===== config.mk =====
export PLATFORM = sky130hd
export DESIGN_NAME = qcw_burst_sequencer
export DESIGN_NICKNAME = d
export VERILOG_FILES = /design/src/rtl/qcw_burst_sequencer.sv
export SDC_FILE = /design/constraint.sdc
export NUM_CORES = 1
export LEC_CHECK = 0
export CORE_UTILIZATION = 57
export DETAILED_ROUTE_END_ITERATION = 7
export PLACE_DENSITY = 0.81
export SYNTH_ARGS = -nofsm -noshare
export SYNTH_HDL_FRONTEND = slang
export SYNTH_SLANG_ARGS = --single-unit

===== constraint.sdc =====
create_clock -name clk -period 7.75 [get_ports clk]
set_input_delay 1.9375 -clock clk [delete_from_list [all_inputs] [get_ports clk]]
set_output_delay 1.9375 -clock clk [all_outputs]
set_load 0.01 [all_outputs]

===== src/rtl/qcw_burst_sequencer.sv =====
// QCW burst sequencer: schedules PLL start pulses, ramps the phase shift inside a burst,
// and turns done/fault outcomes into cooldown, abort and lockout behaviour.
module qcw_burst_sequencer #(
    parameter int unsigned MIN_OFF       = 32'd5000,
    parameter int unsigned COOLDOWN      = 32'd1000000,
    parameter int unsigned FAULT_RETRIES = 32'd3,
    parameter int unsigned WATCHDOG      = 32'd1048576
) (
    input  logic        clk,
    input  logic        reset,
    input  logic        enable,
    input  logic        fire,
    input  logic [23:0] burst_period,
    input  logic [15:0] cycle_limit_in,
    input  logic [7:0]  ramp_start,
    input  logic [7:0]  ramp_end,
    input  logic [7:0]  ramp_rate,
    input  logic        pll_cycle_finished,
    input  logic        pll_done,
    input  logic        pll_fault,
    output logic        pll_start,
    output logic        pll_halt,
    output logic [7:0]  pll_phase_shift,
    output logic [15:0] pll_cycle_limit,
    output logic        busy,
    output logic        locked_out,
    output logic [3:0]  fault_count,
    output logic [15:0] burst_count
);

    typedef enum logic [2:0] {
        ST_IDLE    = 3'd0,
        ST_WAIT    = 3'd1,
        ST_START   = 3'd2,
        ST_RUN     = 3'd3,
        ST_ABORT   = 3'd4,
        ST_COOL    = 3'd5,
        ST_LOCKOUT = 3'd6
    } state_t;

    localparam logic [3:0] RETRIES_4 = 4'(FAULT_RETRIES);

    state_t      state_r;
    state_t      state_nxt_s;
    logic        done_q_r;
    logic        fault_q_r;
    logic        done_rise_s;
    logic        fault_rise_s;
    logic [23:0] period_timer_r;
    logic [31:0] off_timer_r;
    logic [31:0] watchdog_r;
    logic [31:0] cool_r;
    logic [15:0] acc_r;
    logic [15:0] acc_nxt_s;
    logic [15:0] ceil_s;
    logic [16:0] sum_s;
    logic [3:0]  fault_inc_s;
    logic        period_hit_s;
    logic        launch_s;
    logic        wd_expired_s;
    logic        cool_done_s;
    logic        off_clr_s;
    logic        run_fault_s;
    logic        run_done_s;

    assign done_rise_s  = pll_done & ~done_q_r;
    assign fault_rise_s = pll_fault & ~fault_q_r;
    assign fault_inc_s  = (fault_count == 4'd15) ? 4'd15 : (fault_count + 4'd1);
    assign wd_expired_s = (watchdog_r >= WATCHDOG);
    assign cool_done_s  = (cool_r >= (COOLDOWN - 32'd1));
    // The START cycle itself is timer value 0, so firing at period-1 spaces starts exactly burst_period apart.
    assign period_hit_s = (burst_period != 24'd0) ? (period_timer_r >= (burst_period - 24'd1)) : fire;
    assign launch_s     = period_hit_s && (off_timer_r >= MIN_OFF) && (cycle_limit_in != 16'd0);
    assign run_fault_s  = (state_r == ST_RUN) && fault_rise_s;
    assign run_done_s   = (state_r == ST_RUN) && !fault_rise_s && done_rise_s;

    // Next-state selection and off-timer restart events.
    always_comb begin
        state_nxt_s = state_r;
        off_clr_s   = 1'b0;
        case (state_r)
            ST_IDLE: begin
                if (enable && (cycle_limit_in != 16'd0)) state_nxt_s = ST_WAIT;
                else state_nxt_s = ST_IDLE;
            end
            ST_WAIT: begin
                if (!enable) state_nxt_s = ST_IDLE;
                else if (launch_s) state_nxt_s = ST_START;
                else state_nxt_s = ST_WAIT;
            end
            ST_START: begin
                state_nxt_s = ST_RUN;
            end
            ST_RUN: begin
                if (fault_rise_s) begin
                    if (fault_inc_s >= RETRIES_4) state_nxt_s = ST_LOCKOUT;
                    else state_nxt_s = ST_COOL;
                end else if (done_rise_s) begin
                    state_nxt_s = ST_WAIT;
                    off_clr_s   = 1'b1;
                end else if (!enable || wd_expired_s) begin
                    state_nxt_s = ST_ABORT;
                end else begin
                    state_nxt_s = ST_RUN;
                end
            end
            ST_ABORT: begin
                if (fault_rise_s || done_rise_s) begin
                    off_clr_s = 1'b1;
                    if (enable) state_nxt_s = ST_COOL;
                    else state_nxt_s = ST_IDLE;
                end else if (wd_expired_s) begin
                    state_nxt_s = ST_LOCKOUT;
                end else begin
                    state_nxt_s = ST_ABORT;
                end
            end
            ST_COOL: begin
                if (cool_done_s) begin
                    off_clr_s = 1'b1;
                    if (enable) state_nxt_s = ST_WAIT;
                    else state_nxt_s = ST_IDLE;
                end else begin
                    state_nxt_s = ST_COOL;
                end
            end
            ST_LOCKOUT: begin
                if (!enable) state_nxt_s = ST_IDLE;
                else state_nxt_s = ST_LOCKOUT;
            end
            default: begin
                state_nxt_s = ST_IDLE;
            end
        endcase
    end

    // 8.8 phase accumulator: loaded at burst start, ramped per osc cycle and clamped at the ceiling.
    always_comb begin
        ceil_s    = {ramp_end, 8'h00};
        sum_s     = {1'b0, acc_r} + {9'd0, ramp_rate};
        acc_nxt_s = acc_r;
        if (state_nxt_s == ST_START) begin
            acc_nxt_s = {ramp_start, 8'h00};
        end else if ((state_r == ST_RUN) && pll_cycle_finished && (ramp_end > ramp_start)) begin
            if (sum_s > {1'b0, ceil_s}) acc_nxt_s = ceil_s;
            else acc_nxt_s = sum_s[15:0];
        end else begin
            acc_nxt_s = acc_r;
        end
    end

    // State register and PLL status edge detectors.
    always_ff @(posedge clk or posedge reset) begin
        if (reset) begin
            state_r   <= ST_IDLE;
            done_q_r  <= 1'b0;
            fault_q_r <= 1'b0;
        end else begin
            state_r   <= state_nxt_s;
            done_q_r  <= pll_done;
            fault_q_r <= pll_fault;
        end
    end

    // Period, off-time, watchdog and cooldown timers (all saturate rather than wrap).
    always_ff @(posedge clk or posedge reset) begin
        if (reset) begin
            period_timer_r <= 24'd0;
            off_timer_r    <= 32'd0;
            watchdog_r     <= 32'd0;
            cool_r         <= 32'd0;
        end else begin
            if (state_nxt_s == ST_START) period_timer_r <= 24'd0;
            else if (period_timer_r != 24'hFF_FFFF) period_timer_r <= period_timer_r + 24'd1;

            if (off_clr_s) off_timer_r <= 32'd0;
            else if (off_timer_r < MIN_OFF) off_timer_r <= off_timer_r + 32'd1;

            if ((state_nxt_s == ST_START) || ((state_nxt_s == ST_ABORT) && (state_r != ST_ABORT)))
                watchdog_r <= 32'd0;
            else if (((state_r == ST_RUN) || (state_r == ST_ABORT)) && !wd_expired_s)
                watchdog_r <= watchdog_r + 32'd1;

            if (state_r == ST_COOL) cool_r <= cool_r + 32'd1;
            else cool_r <= 32'd0;
        end
    end

    // Registered outputs, aligned with the state they describe; counters for faults and bursts.
    always_ff @(posedge clk or posedge reset) begin
        if (reset) begin
            acc_r           <= 16'd0;
            pll_phase_shift <= 8'd0;
            pll_start       <= 1'b0;
            pll_halt        <= 1'b0;
            busy            <= 1'b0;
            locked_out      <= 1'b0;
            pll_cycle_limit <= 16'd0;
            fault_count     <= 4'd0;
            burst_count     <= 16'd0;
        end else begin
            acc_r           <= acc_nxt_s;
            pll_phase_shift <= acc_nxt_s[15:8];
            pll_start       <= (state_nxt_s == ST_START);
            pll_halt        <= (state_nxt_s == ST_ABORT);
            busy            <= (state_nxt_s == ST_START) || (state_nxt_s == ST_RUN) ||
                               (state_nxt_s == ST_ABORT);
            locked_out      <= (state_nxt_s == ST_LOCKOUT);
            if (state_nxt_s == ST_START) pll_cycle_limit <= cycle_limit_in;
            if (run_fault_s) fault_count <= fault_inc_s;
            else if (run_done_s || ((state_r == ST_LOCKOUT) && !enable)) fault_count <= 4'd0;
            if (run_done_s) burst_count <= burst_count + 16'd1;
        end
    end

endmodule

==> run summary <==
* post-DP HPWL: 15.84 mm
* top flip-flop cell by instance count after synthesis: sky130_fd_sc_hd__dfrtp_1
* relative contribution of sequential cells to total power: 42.1%
* core utilization of the finished layout: 70.18%
* area enclosed by the die boundary: 18580 µm²
* H-tree lvl count: 4
* detailed-router iteration count before antenna repair: 5
* vias in the first global route: 7724
* placed cell count: 1394
* Synth Instances: 1075
* synth top area cells: sky130_fd_sc_hd__dfrtp_1 44%, sky130_fd_sc_hd__ha_1 7.1%, sky130_fd_sc_hd__xor2_1 5.5%, sky130_fd_sc_hd__nor2_1 5.4%, sky130_fd_sc_hd__xnor2_1 4.9%
* portion of synthesized cell area occupied by the leading cell type: 44.04%
* final WL: 21.94 mm
* number of rows in the core area: 48
* Warnings, synthesis: 0
* portion of the clock cycle consumed by the worst path in the final layout: 82.23%
* required time reported for the critical path endpoint: 8070 ps
* final max-slew violation count: 0
* leading cell types by count after synthesis: 181 x sky130_fd_sc_hd__dfrtp_1, 148 x sky130_fd_sc_hd__nor2_1, 89 x sky130_fd_sc_hd__nand2_1, 65 x sky130_fd_sc_hd__xor2_1, 58 x sky130_fd_sc_hd__ha_1
* Crit Path Max Fanout: 22
* final hold viol count: 0
* horizontal extent of the die: 136.3 µm
* crit-path cells: clkdlybuf4s50_1 -> nor4_1 -> nand2_1 -> nor3_1 -> nand2_1 -> nor4_1 -> xnor2_1 -> ha_1 -> nand4_1 -> or4_1 -> o2111ai_1 -> nand4b_1 -> buf_12 -> mux2_1 -> o311ai_0
* NumNets Final: 1318
* class of the tightest hold or removal check: register to register
* portion of total power attributed to combinational logic: 30.7%
* leading cell type by number of instances after synthesis: sky130_fd_sc_hd__dfrtp_1
* GPL Wtd Cong: 0.8731
* total negative setup slack: 0 ps
* number of antenna violations at the first check in global routing: 0
* Tot GR Track Use: 25.10%
* Synth Area per Inst: 9.566 µm²
* Remaining DRCs: 0
* count of state elements after synthesis: 181
* count of filler cells inserted in the layout: 1291
* achievable clock frequency: 0.1569 GHz
* total area of sequential cells: 4529 µm²
* die height: 136.3 µm
* part of the power in the clock network: 27.2%
* final standard cell area without fillers: 12270 µm²
* Yosys cell types: 70
* Async SR Flop Fraction: 100.0%
* GR Overflow Total: 0
* kind of critical path: input port to register
* post-synth top area cell: sky130_fd_sc_hd__dfrtp_1
* signal arrival time at the worst endpoint: 6690 ps
* CTS tree: yes
* design internal power: 2.063 mW
* post-DR wirelength/cell: 15.38 µm
* Root Buffer Master: sky130_fd_sc_hd__clkbuf_16
* Layout Area Growth over Synthesis: 19.27%
* number of buffer cells added on primary ports: 118
* Worst setup EP type: register
* Worst Hold Margin: 466.5 ps
* register clock-pin slew on the reported worst setup and hold paths: 80 ps
* share of cells above drive strength 1: 6.495%
* ratio of total power to cell area: 265.9 nW/µm²
* post-cts hold buffer count: 0
* hold depth: 1
* Setup crit start kind: input port
* sw power: 1.199 mW
* Pleak: 5.517 nW
* count of antenna-violating nets left after detailed routing: 0
* Critical path buffers and inverters: 2
* Post-CTS Setup Repair Bufs: 0
* multi-input gate area in the final layout: 5354 µm²
* latest clock arrival within the worst-skew pair: 440 ps
* number of enable flip-flop cells after synthesis: 0
* number of gates resized after CTS: 0
* Cell Area, Placed: 11640 µm²
* DR vias/cell: 5.713
* logic depth of the worst setup path including buffers: 15
* Floorplan Core Area: 17480 µm²
* status: completed
* portion of the post-synthesis area used by sequential elements: 44.04%
* number of clock buffers inserted by TritonCTS: 17
* Initial Util: 58.84%
* pin count of the biggest net entering global routing: 70
* Post-Layout Cell Count: 1426
* clock tree sinks: 181
* Max IR drop VDD: 0.2357 mV
* Post-Synthesis Cell Area: 10280 µm²
* number of max-cap violations: 0
* worst reg-to-reg path cell count: 15
* final count of negative-setup-slack endpoints: 0
* deepest clock path buffer count: 2
* slowest stage cell on the critical path: sky130_fd_sc_hd__nand4b_1
* number of diodes added for antenna fixing: 0
* Slew @ Worst Pin: 971.2 ps
* Mapped Nets: 1205
* normalized max-slew margin: 35.25%
* total via count in the routed design: 8147
* worst clock skew: 10.52 ps
* I/O pin total: 119
* switching share of power: 36.75%
* time the final worst path needs with I/O delays and setup: 6373 ps
* Largest delay share family, worst path: simple AND/OR/NAND/NOR gates
* RSZ-0062 raised after global routing: false
* longest individual stage delay on the worst path: 550 ps
* Iteration-0 DRC Markers: 499
* wire length of the first global-routing pass: 36.67 mm
==> path summary, 6_finish.rpt <==
check / from / endpoint / slack (ps)
setup / recovery: burst_period[4] / acc_r[11] / 1380
hold / removal: burst_count[15] / burst_count[15] / 470
setup reg to reg: acc_r[0] / acc_r[15] / 3300
hold reg to reg: burst_count[15] / burst_count[15] / 470
max in group asynchronous: reset / watchdog_r[31] / 4590
min in group asynchronous: reset / burst_count[2] / 1950
==> area by class of cell <==
class                   instances  area share (%)
clock buffers                  17           3.468
clock inverters                15           1.622
inverters                      56           1.755
multi-input cells             805           43.65
flip-flops and latches        181           36.93
well taps                     225           2.295
repair buffers                127           10.28
==> power groups by stage <==
stage | combinational, mW | sequential, mW | clock (mW)
2_1_floorplan | 0.735 | 1.32 | 0
3_3_place_gp | 0.961 | 1.37 | 0
3_5_place_dp | 0.999 | 1.38 | 0
4_1_cts | 1.01 | 1.37 | 0.904
5_1_grt | 1.14 | 1.40 | 0.940
6_report | 1.00 | 1.37 | 0.889
==> metrics by stage <==
step | setup WS [ps] | power, mW
after floorplan | 897.2 | 2.057
after global placement | 1204 | 2.336
after detailed placement | 989.3 | 2.377
after CTS | 1407 | 3.276
after global routing | 950.6 | 3.481
final | 1377 | 3.261
==> cells by family (layout without fill, tap and decap cells) <==
logic type,Yosys count,count (layout),synth area share [%]
adder cells (fa/ha/maj),59,59,7.252
flip-flops,181,181,44.04
AND/OR/NAND/NOR,470,470,22.72
AO/OA/AOI/OAI,127,127,8.189
XOR/XNOR,122,122,10.39
buffers and inverters,89,215,3.954
multiplexers,27,27,3.455
==> registers in the layout, summed over array words and instances (netlist names), 3 cells and up <==
name	cells
fault_count	4
acc_r	16
period_timer_r	24
burst_count	16
state_r	3
pll_cycle_limit	16
off_timer_r	32
watchdog_r	32
cool_r	32
==> routing by layer <==
layer | vias up | global-route usage (%) | wire [µm]
li1 | 3985 | - | -
met4 | 0 | 7.840 | 323
met1 | 3927 | 34.34 | 10310
met5 | - | 0 | 0
met3 | 24 | 4.922 | 1033
met2 | 211 | 40.16 | 10270
==> worst register-to-register path, stage by stage, from the launching register on <==
cell and delay, ps:
sky130_fd_sc_hd__dfrtp_1 400, sky130_fd_sc_hd__ha_1 230, sky130_fd_sc_hd__fa_1 440, sky130_fd_sc_hd__a21o_1 200
sky130_fd_sc_hd__a22oi_1 170, sky130_fd_sc_hd__a21oi_1 140, sky130_fd_sc_hd__and2_1 230, sky130_fd_sc_hd__and3b_1 190
sky130_fd_sc_hd__or2_2 270, sky130_fd_sc_hd__ha_1 300, sky130_fd_sc_hd__o21a_1 110, sky130_fd_sc_hd__o21a_1 160
sky130_fd_sc_hd__o41ai_1 270, sky130_fd_sc_hd__a22oi_1 360, sky130_fd_sc_hd__or2_2 510, sky130_fd_sc_hd__a311o_1 380
==> layout by cell type (no fill, tap or decap), types with 8 or more instances in the layout <==
cell and n:
sky130_fd_sc_hd__mux2_4 16, sky130_fd_sc_hd__and4_1 11, sky130_fd_sc_hd__ha_1 58, sky130_fd_sc_hd__o21ai_0 20, sky130_fd_sc_hd__or3_1 10, sky130_fd_sc_hd__xnor2_1 57, sky130_fd_sc_hd__and2_1 27, sky130_fd_sc_hd__nand3_1 46
sky130_fd_sc_hd__dfrtp_1 181, sky130_fd_sc_hd__and3_1 29, sky130_fd_sc_hd__nor2_1 148, sky130_fd_sc_hd__a21oi_1 41, sky130_fd_sc_hd__clkdlybuf4s50_1 118, sky130_fd_sc_hd__clkbuf_16 17, sky130_fd_sc_hd__xor2_1 65, sky130_fd_sc_hd__inv_1 54
sky130_fd_sc_hd__nor4_1 28, sky130_fd_sc_hd__nor3_1 19, sky130_fd_sc_hd__nand2_1 89, sky130_fd_sc_hd__nand4_1 27, sky130_fd_sc_hd__a21o_1 8, sky130_fd_sc_hd__buf_4 8
Power figures use the tool's default switching activity.
